### src/rtl/sync_fifo_mem.sv
// FIFO_DEPTH x DATA_WIDTH register file: one synchronous write port, one asynchronous read port.
module sync_fifo_mem #(
  parameter int unsigned DATA_WIDTH = 8,
  parameter int unsigned FIFO_DEPTH = 50,
  parameter int unsigned ADDR_WIDTH = $clog2(FIFO_DEPTH)
) (
  input  logic                  clk,
  input  logic                  wr_en,
  input  logic [ADDR_WIDTH-1:0] wr_addr,
  input  logic [DATA_WIDTH-1:0] wr_data,
  input  logic [ADDR_WIDTH-1:0] rd_addr,
  output logic [DATA_WIDTH-1:0] rd_data
);

  logic [DATA_WIDTH-1:0] mem [FIFO_DEPTH];

  always_ff @(posedge clk) begin
    if (wr_en) mem[wr_addr] <= wr_data;
  end

  assign rd_data = mem[rd_addr];

endmodule

### src/rtl/sync_fifo.sv
// Single-clock first-word-fall-through FIFO with active-low full/empty flags.
// Define FIFO_ASSERT_EN to compile in overflow/underflow simulation checks.
module sync_fifo #(
  parameter int unsigned DATA_WIDTH = 8,
  parameter int unsigned FIFO_DEPTH = 50
) (
  input  logic                  clk_i,
  input  logic                  rst_n_i,
  input  logic                  enq_i,
  input  logic                  deq_i,
  input  logic [DATA_WIDTH-1:0] din_i,
  output logic [DATA_WIDTH-1:0] dout_o,
  output logic                  full_o_n,
  output logic                  empty_o_n
);

  localparam int unsigned PTR_W = $clog2(FIFO_DEPTH);
  localparam int unsigned CNT_W = $clog2(FIFO_DEPTH + 1);
  localparam logic [PTR_W-1:0] PTR_MAX = PTR_W'(FIFO_DEPTH - 1);
  localparam logic [CNT_W-1:0] CNT_FULL = CNT_W'(FIFO_DEPTH);

  logic [PTR_W-1:0] rd_ptr, wr_ptr;
  logic [CNT_W-1:0] count;
  logic             enq_eff, deq_eff;

  assign full_o_n  = (count != CNT_FULL);
  assign empty_o_n = (count != '0);

  // A push while full is legal only when the same cycle frees the head slot.
  assign enq_eff = enq_i & (full_o_n | deq_i);
  assign deq_eff = deq_i & empty_o_n;

  always_ff @(posedge clk_i) begin
    if (!rst_n_i) begin
      rd_ptr <= '0;
      wr_ptr <= '0;
      count  <= '0;
    end else begin
      if (enq_eff) wr_ptr <= (wr_ptr == PTR_MAX) ? '0 : wr_ptr + 1'b1;
      if (deq_eff) rd_ptr <= (rd_ptr == PTR_MAX) ? '0 : rd_ptr + 1'b1;
      if (enq_eff && !deq_eff)      count <= count + 1'b1;
      else if (deq_eff && !enq_eff) count <= count - 1'b1;
    end
  end

  sync_fifo_mem #(
    .DATA_WIDTH (DATA_WIDTH),
    .FIFO_DEPTH (FIFO_DEPTH),
    .ADDR_WIDTH (PTR_W)
  ) u_mem (
    .clk     (clk_i),
    .wr_en   (enq_eff & rst_n_i),
    .wr_addr (wr_ptr),
    .wr_data (din_i),
    .rd_addr (rd_ptr),
    .rd_data (dout_o)
  );

`ifdef FIFO_ASSERT_EN
  always_ff @(posedge clk_i) begin
    if (rst_n_i) begin
      if (enq_i && !full_o_n && !deq_i) $error("sync_fifo: overflow, enqueue while full");
      if (deq_i && !empty_o_n)          $error("sync_fifo: underflow, dequeue while empty");
    end
  end
`endif

endmodule

### config.mk
export PLATFORM = sky130hd
export DESIGN_NAME = sync_fifo
export DESIGN_NICKNAME = d
export VERILOG_FILES = /design/src/rtl/sync_fifo_mem.sv /design/src/rtl/sync_fifo.sv
export SDC_FILE = /design/constraint.sdc
export NUM_CORES = 1
export LEC_CHECK = 0
export CORE_MARGIN = 2
export CORE_UTILIZATION = 28
export CTS_CLUSTER_SIZE = 30
export DETAILED_ROUTE_END_ITERATION = 6
export GPL_ROUTABILITY_DRIVEN = 0
export GPL_TIMING_DRIVEN = 0
export SLEW_MARGIN = 40
export SYNTH_ARGS = -nofsm -noshare
export SYNTH_HDL_FRONTEND = slang
export SYNTH_HIERARCHICAL = 1
export SYNTH_SLANG_ARGS = --single-unit
### constraint.sdc
create_clock -name clk_i -period 4.45 [get_ports clk_i]
set_input_delay 0.445 -clock clk_i [delete_from_list [all_inputs] [get_ports clk_i]]
set_output_delay 0.445 -clock clk_i [all_outputs]
set_load 0.005 [all_outputs]
== Word-level counts from Yosys, hierarchy flattened ==
Memories as Yosys holds them, arrays and structs flattened. A register that Yosys moved wholly into a read port is not among the register bits.
Index checks and enable logic that the tools add are counted.
Widths: inputs -> output; s select.

* RAM bits: 400
* Bits of input ports: 12
* Memories kept: 1
* Word-level logic and storage cells: 29
* Bits in registers: 18
* Output and inout port bits: 10

* Bitwise logic cells: 4
* $add $sub $neg: 4
* Reduce and logical (&&, ||, !) cells: 6
* Eq/ne operators: 3
* Muxes and demuxes: 8

{| class="wikitable"
|+ Memory list
! memory !! words !! bits a word !! rd ports !! clocked after Yosys merged registers in !! wr ports !! RTL line !! source
|-
| u_mem.mem || 50 || 8 || 1 || 1 || 1 || sync_fifo_mem.sv:15 || <nowiki>logic [DATA_WIDTH-1:0] mem [FIFO_DEPTH];</nowiki>
|}

{| class="wikitable"
|+ Operators by type and width
! kind !! number
|-
| $mux 6 || 6
|-
| $add 6x1->6 const B || 3
|-
| $eq 6x6->1 const B || 2
|-
| $ne 6x6->1 const B || 1
|-
| $reduce_bool 6->1 || 1
|-
| $sub 6x1->6 const B || 1
|-
| $and 1x1->1 || 3
|-
| $logic_and 1x1->1 || 2
|-
| $logic_not 1->1 || 2
|-
| $mux 1 || 2
|-
| $reduce_bool 2->1 || 1
|-
| $or 1x1->1 || 1
|}

== Logic depth before layout (Yosys ltp) ==
* Depth after elaboration: 7
* Gate-level depth with buffers: 11
* Mapped depth without buffers: 10

== By module ==
Netlist, hierarchy kept.

{| class="wikitable"
|+ By module, submodules not included
! module !! cells each !! sequential area each (um2) !! area each (um2) !! instances
|-
| sync_fifo_mem || 897 || 12,011.5 || 15,980.3 || 1
|-
| sync_fifo || 123 || 360.3 || 1,117.3 || 1
|}

== Worst setup path after synthesis ==
No wires, ideal clock.

* Path kind: flip-flop to flip-flop
* Start point: register count[0]
* End point: register count[5]
* Arrival time: 2.546 ns
* Stages on the path, launching flop included: 12
* Clock period less this slack: 2.665 ns
* Path slack: 1.785 ns
* Path buffers: 1
* Setup time: 0.119 ns
* Required time: 4.331 ns
* Path through: dfxtp_1 -> or3_1 -> buf_6 -> o31ai_4 -> inv_1 -> ha_1 -> inv_1 -> ha_1 -> a211oi_1 -> or3_1 -> nand4_1 -> mux2i_1

* Longest elaborated chain between the ends: 6
* Elaborated cells on any way between the ends: 14
* Classes of those cells: 2 x add/sub; 1 x eq/ne; 2 x mux; 3 x bitwise; 6 x reduce/logical

{| class="wikitable"
|+ Ends and longest elaborated chain
! item !! RTL line !! source
|-
| start: declaration || sync_fifo.sv:23 || <nowiki>logic [CNT_W-1:0] count;</nowiki>
|-
| start signal: assignment || sync_fifo.sv:41 || <nowiki>if (enq_eff && !deq_eff) count <= count + 1'b1;</nowiki>
|-
| start signal: assignment || sync_fifo.sv:42 || <nowiki>else if (deq_eff && !enq_eff) count <= count - 1'b1;</nowiki>
|-
| $ne 6x6->1 * || sync_fifo.sv:26 || <nowiki>assign full_o_n = (count != CNT_FULL);</nowiki>
|-
| $or 1x1->1 * || sync_fifo.sv:30 || <nowiki>assign enq_eff = enq_i & (full_o_n | deq_i);</nowiki>
|-
| $and 1x1->1 * || sync_fifo.sv:30 ||
|-
| net enq_eff || sync_fifo.sv:24 || <nowiki>logic enq_eff, deq_eff;</nowiki>
|-
| $logic_not 1->1 || sync_fifo.sv:42 ||
|-
| $logic_and 1x1->1 || sync_fifo.sv:42 ||
|-
| $reduce_bool 2->1 (no source line) || -- ||
|}

Mark *: on every way through the listed nets, which the timed path passes. The rest lies on a longest branch. The select of a mux whose other input is x is not followed.
A chain may end at the register's enable or synchronous reset.

==> flow_metrics.tcl <==
set metrics [dict create \
    area_growth_pct 16.0 \
    finalSetupViolCount 0 \
    place_ws_ns 0.484 \
    syn_avg_cell_area_um2 16.8 \
    internal_power_mw 7.40 \
    clock_sinks 418 \
    post-route-min-period_ns 4.40 \
    hold_viol_final 0 \
    via_count 9344 \
    via_per_inst 4.92 \
    fp.dieW_um 251 \
    muxShareOfSynthArea 0.132 \
    grt_max_degree 51 \
    worst_setup_path_end_kind "output port" \
    fin_crit_sh 0.990 \
    die_y_um 251 \
    post_cts_buffers 0 \
    seq_area_um2 12400 \
    max_freq_mhz 227 \
    cp-start-kind "flop" \
    crit_family "buffers and inverters" \
    io_pins 22 \
    fillCellCount 5762 \
    drc 0 \
    cpPeakStageDelay_ns 0.66 \
    yosys.area.top_type "edfxtp_1" \
    yosysMostFrequentCell "edfxtp_1" \
    status "finished, final reports clean" \
    cp_common_cell "buf_2" \
    cts_tree "built" \
    routed_wirelength_um 40800 \
    synth_top_family_by_area "multiplexers" \
    drtIter0Drc 733 \
    crit_buf_inv 3 \
    max-vdd-ir-drop_v 0.000345 \
    worstPathArrival_ns 3.96 \
    synth_simple_gate_area_frac 0.0626 \
    skew_ns 0.0159 \
    p_seq_frac 0.434 \
    rsz0062_at_grt "no" \
    antenna_found_initial 0 \
    h-tree-depth 2 \
    slew_viol_final 0 \
    power_mw 10.1 \
    fin_nets 1111 \
    drv_cap 0 \
    tns_ns 0 \
    async_reset_ff_frac 0 \
    synth.cell_area_um2 17100 \
    clockBufferDepth 3 \
    yosysSeqAreaShare 0.724 \
    comb_power_share 0.211 \
    dp_hpwl_um 26700 \
    slowest_stage "a311oi_1" \
    start_util 0.283 \
    grtUsageTotal 0.127 \
    cts-buffers-inserted 43 \
    first_pass_iters 5 \
    crit_chain "buf_2 -> buf_2 -> mux4_2 -> mux2i_1 -> nor2_1 -> a311oi_1 -> nand4_1 -> clkdlybuf4s50_1" \
    hold_class "in -> reg" \
    swShare 0.270 \
    synth_compound_area_frac 0.0499 \
    synthCells 1020 \
    synth-edff-count 400 \
    fin_cells 1901 \
    final.setup.worst_slack_ns 0.0460 \
    p_switching_mw 2.73 \
    antenna_cells 0 \
    stdcell_area_um2 19800 \
    ys.flop_type "edfxtp_1" \
    synth.area.top_cells "edfxtp_1, mux2i_1, mux4_2" \
    synth_top_area_frac 0.703 \
    clk_pin_slew_ns 0.06 \
    grt_pass1_wl_um 59300 \
    synth_seq_cells 418 \
    core_um2 60400 \
    num_rows 90 \
    synth_xor_area_frac 0.00461 \
    worst_slew_pin_slew_ns 0.848 \
    ant_nets 0 \
    clk_latency_ns 0.57 \
    yosysUniqueCellTypes 58 \
    synth_commonest_cells "edfxtp_1, mux2i_1, nor2_1" \
    cp.required_ns 4.01 \
    avgRoutedWirePerCell_um 21.5 \
    slew-limit-headroom 0.432 \
    die_area_um2 63100 \
    synth_nets 1042 \
    crit_path_max_fanout 10 \
    cts_root_buf "clkbuf_16" \
    port_buffers 21 \
    multi_input_area_um2 4490 \
    pwr-share-clk 0.355 \
    dp.cells 1826 \
    overflow 0 \
    critPathKind "reg -> out" \
    p_per_area_nw_per_um2 511 \
    p_leak_nw 6.05 \
    synth_warnings 6 \
    grt_pass1_vias 9204 \
    synthAdderAreaFrac 0.00776 \
    drive_gt1_frac 0.167 \
    postPlaceCellArea_um2 18400 \
]
==> sequential cells by signal, indices dropped and copies added (netlist names) <==
| signal | flops |
|---|---|
| u_mem/mem | 400 |
| count | 6 |
| wr_ptr | 6 |
| rd_ptr | 6 |
==> kinds of logic (layout without fill, tap and decap cells) <==
logic type,Yosys count,after routing
flip-flops,418,418
AND/OR/NAND/NOR,224,224
multiplexers,189,189
AO/OA/AOI/OAI,112,112
buffers and inverters,58,157
adder cells (fa/ha/maj),10,10
XOR/XNOR,9,9
==> power by group through the flow <==
stage | clock network, mW | registers (mW) | logic, mW
3_5_place_dp | 0 | 4.48 | 2.14
4_1_cts | 3.69 | 4.39 | 2.15
6_report | 3.59 | 4.39 | 2.14
3_3_place_gp | 0 | 4.48 | 2.11
2_1_floorplan | 0 | 4.46 | 1.46
5_1_grt | 3.81 | 4.40 | 2.26
==> what timing repair did <==
action,CTS,global route
setup endpoints to repair,2,0
resized for setup,2,0
hold buffers,0,0
==> cell usage in the layout, fill, tap and decap left out, types with 7 or more instances in the layout <==
cell type        count
or3_1                7
buf_4               25
mux2_2               9
ha_1                 9
clkdlybuf4s50_1     13
nor3_1              20
inv_1                8
nand2b_1             7
nand3_1             20
mux2i_1            150
a22o_1              13
xor2_1               8
mux4_2              28
nand4_1             11
nor2b_1              7
nor2_2              31
nor2_1              49
buf_2                9
clkbuf_16           44
a21oi_1             21
a311oi_1             8
nand2_1             42
dfxtp_1             18
a22oi_1             31
clkinv_1             9
edfxtp_1           400
clkbuf_1            26
==> per-layer routing <==
metal / share of wire / routed length, um / vias to the layer above / global-route usage
met5: 0 / 0 / - / 0
met4: 0.020 / 821 / 0 / 0.0408
met3: 0.062 / 2540 / 53 / 0.0261
met2: 0.46 / 19000 / 301 / 0.203
met1: 0.45 / 18500 / 4813 / 0.173
li1: - / - / 4177 / -
==> stage by stage <==
stage | hold WS (ns) | util
2_1_floorplan | 0.452 | -
3_3_place_gp | 0.471 | 0.303
3_5_place_dp | 0.480 | 0.305
4_1_cts | 0.348 | 0.328
5_1_grt | 0.375 | 0.329
6_report | 0.377 | 0.329
==> final timing paths <==
check / from / to / slack, ns / depth (start not counted)
max: rd_ptr[1]$_SDFFE_PN0P_ / dout_o[4] / 0.05 / 8
min: din_i[6] / u_mem/mem[17][6]$_DFFE_PP_ / 0.38 / 2
max reg2reg: count[0]$_SDFFE_PN0P_ / u_mem/mem[6][4]$_DFFE_PP_ / 1.35 / 7
min reg2reg: count[2]$_SDFFE_PN0P_ / count[2]$_SDFFE_PN0P_ / 0.49 / 2
==> cell type report <==
class / count / share of cell area
Clock buffer: 52 / 0.0575
Tap cell: 782 / 0.0493
Buffer: 50 / 0.0153
Timing Repair Buffer: 24 / 0.0134
Multi-Input combinational cell: 544 / 0.227
Inverter: 8 / 0.00151
Sequential cell: 418 / 0.624
Clock inverter: 23 / 0.0127
==> worst register-to-register path, cell delays in order (launching register included) <==
cell,delay (ns)
dfxtp_1,0.41
or3_1,0.16
buf_6,0.15
o31ai_4,0.11
nor2_1,0.52
nor2b_1,0.32
nand3_1,0.31
nor2_1,0.75
Power figures use the tool's default switching activity.
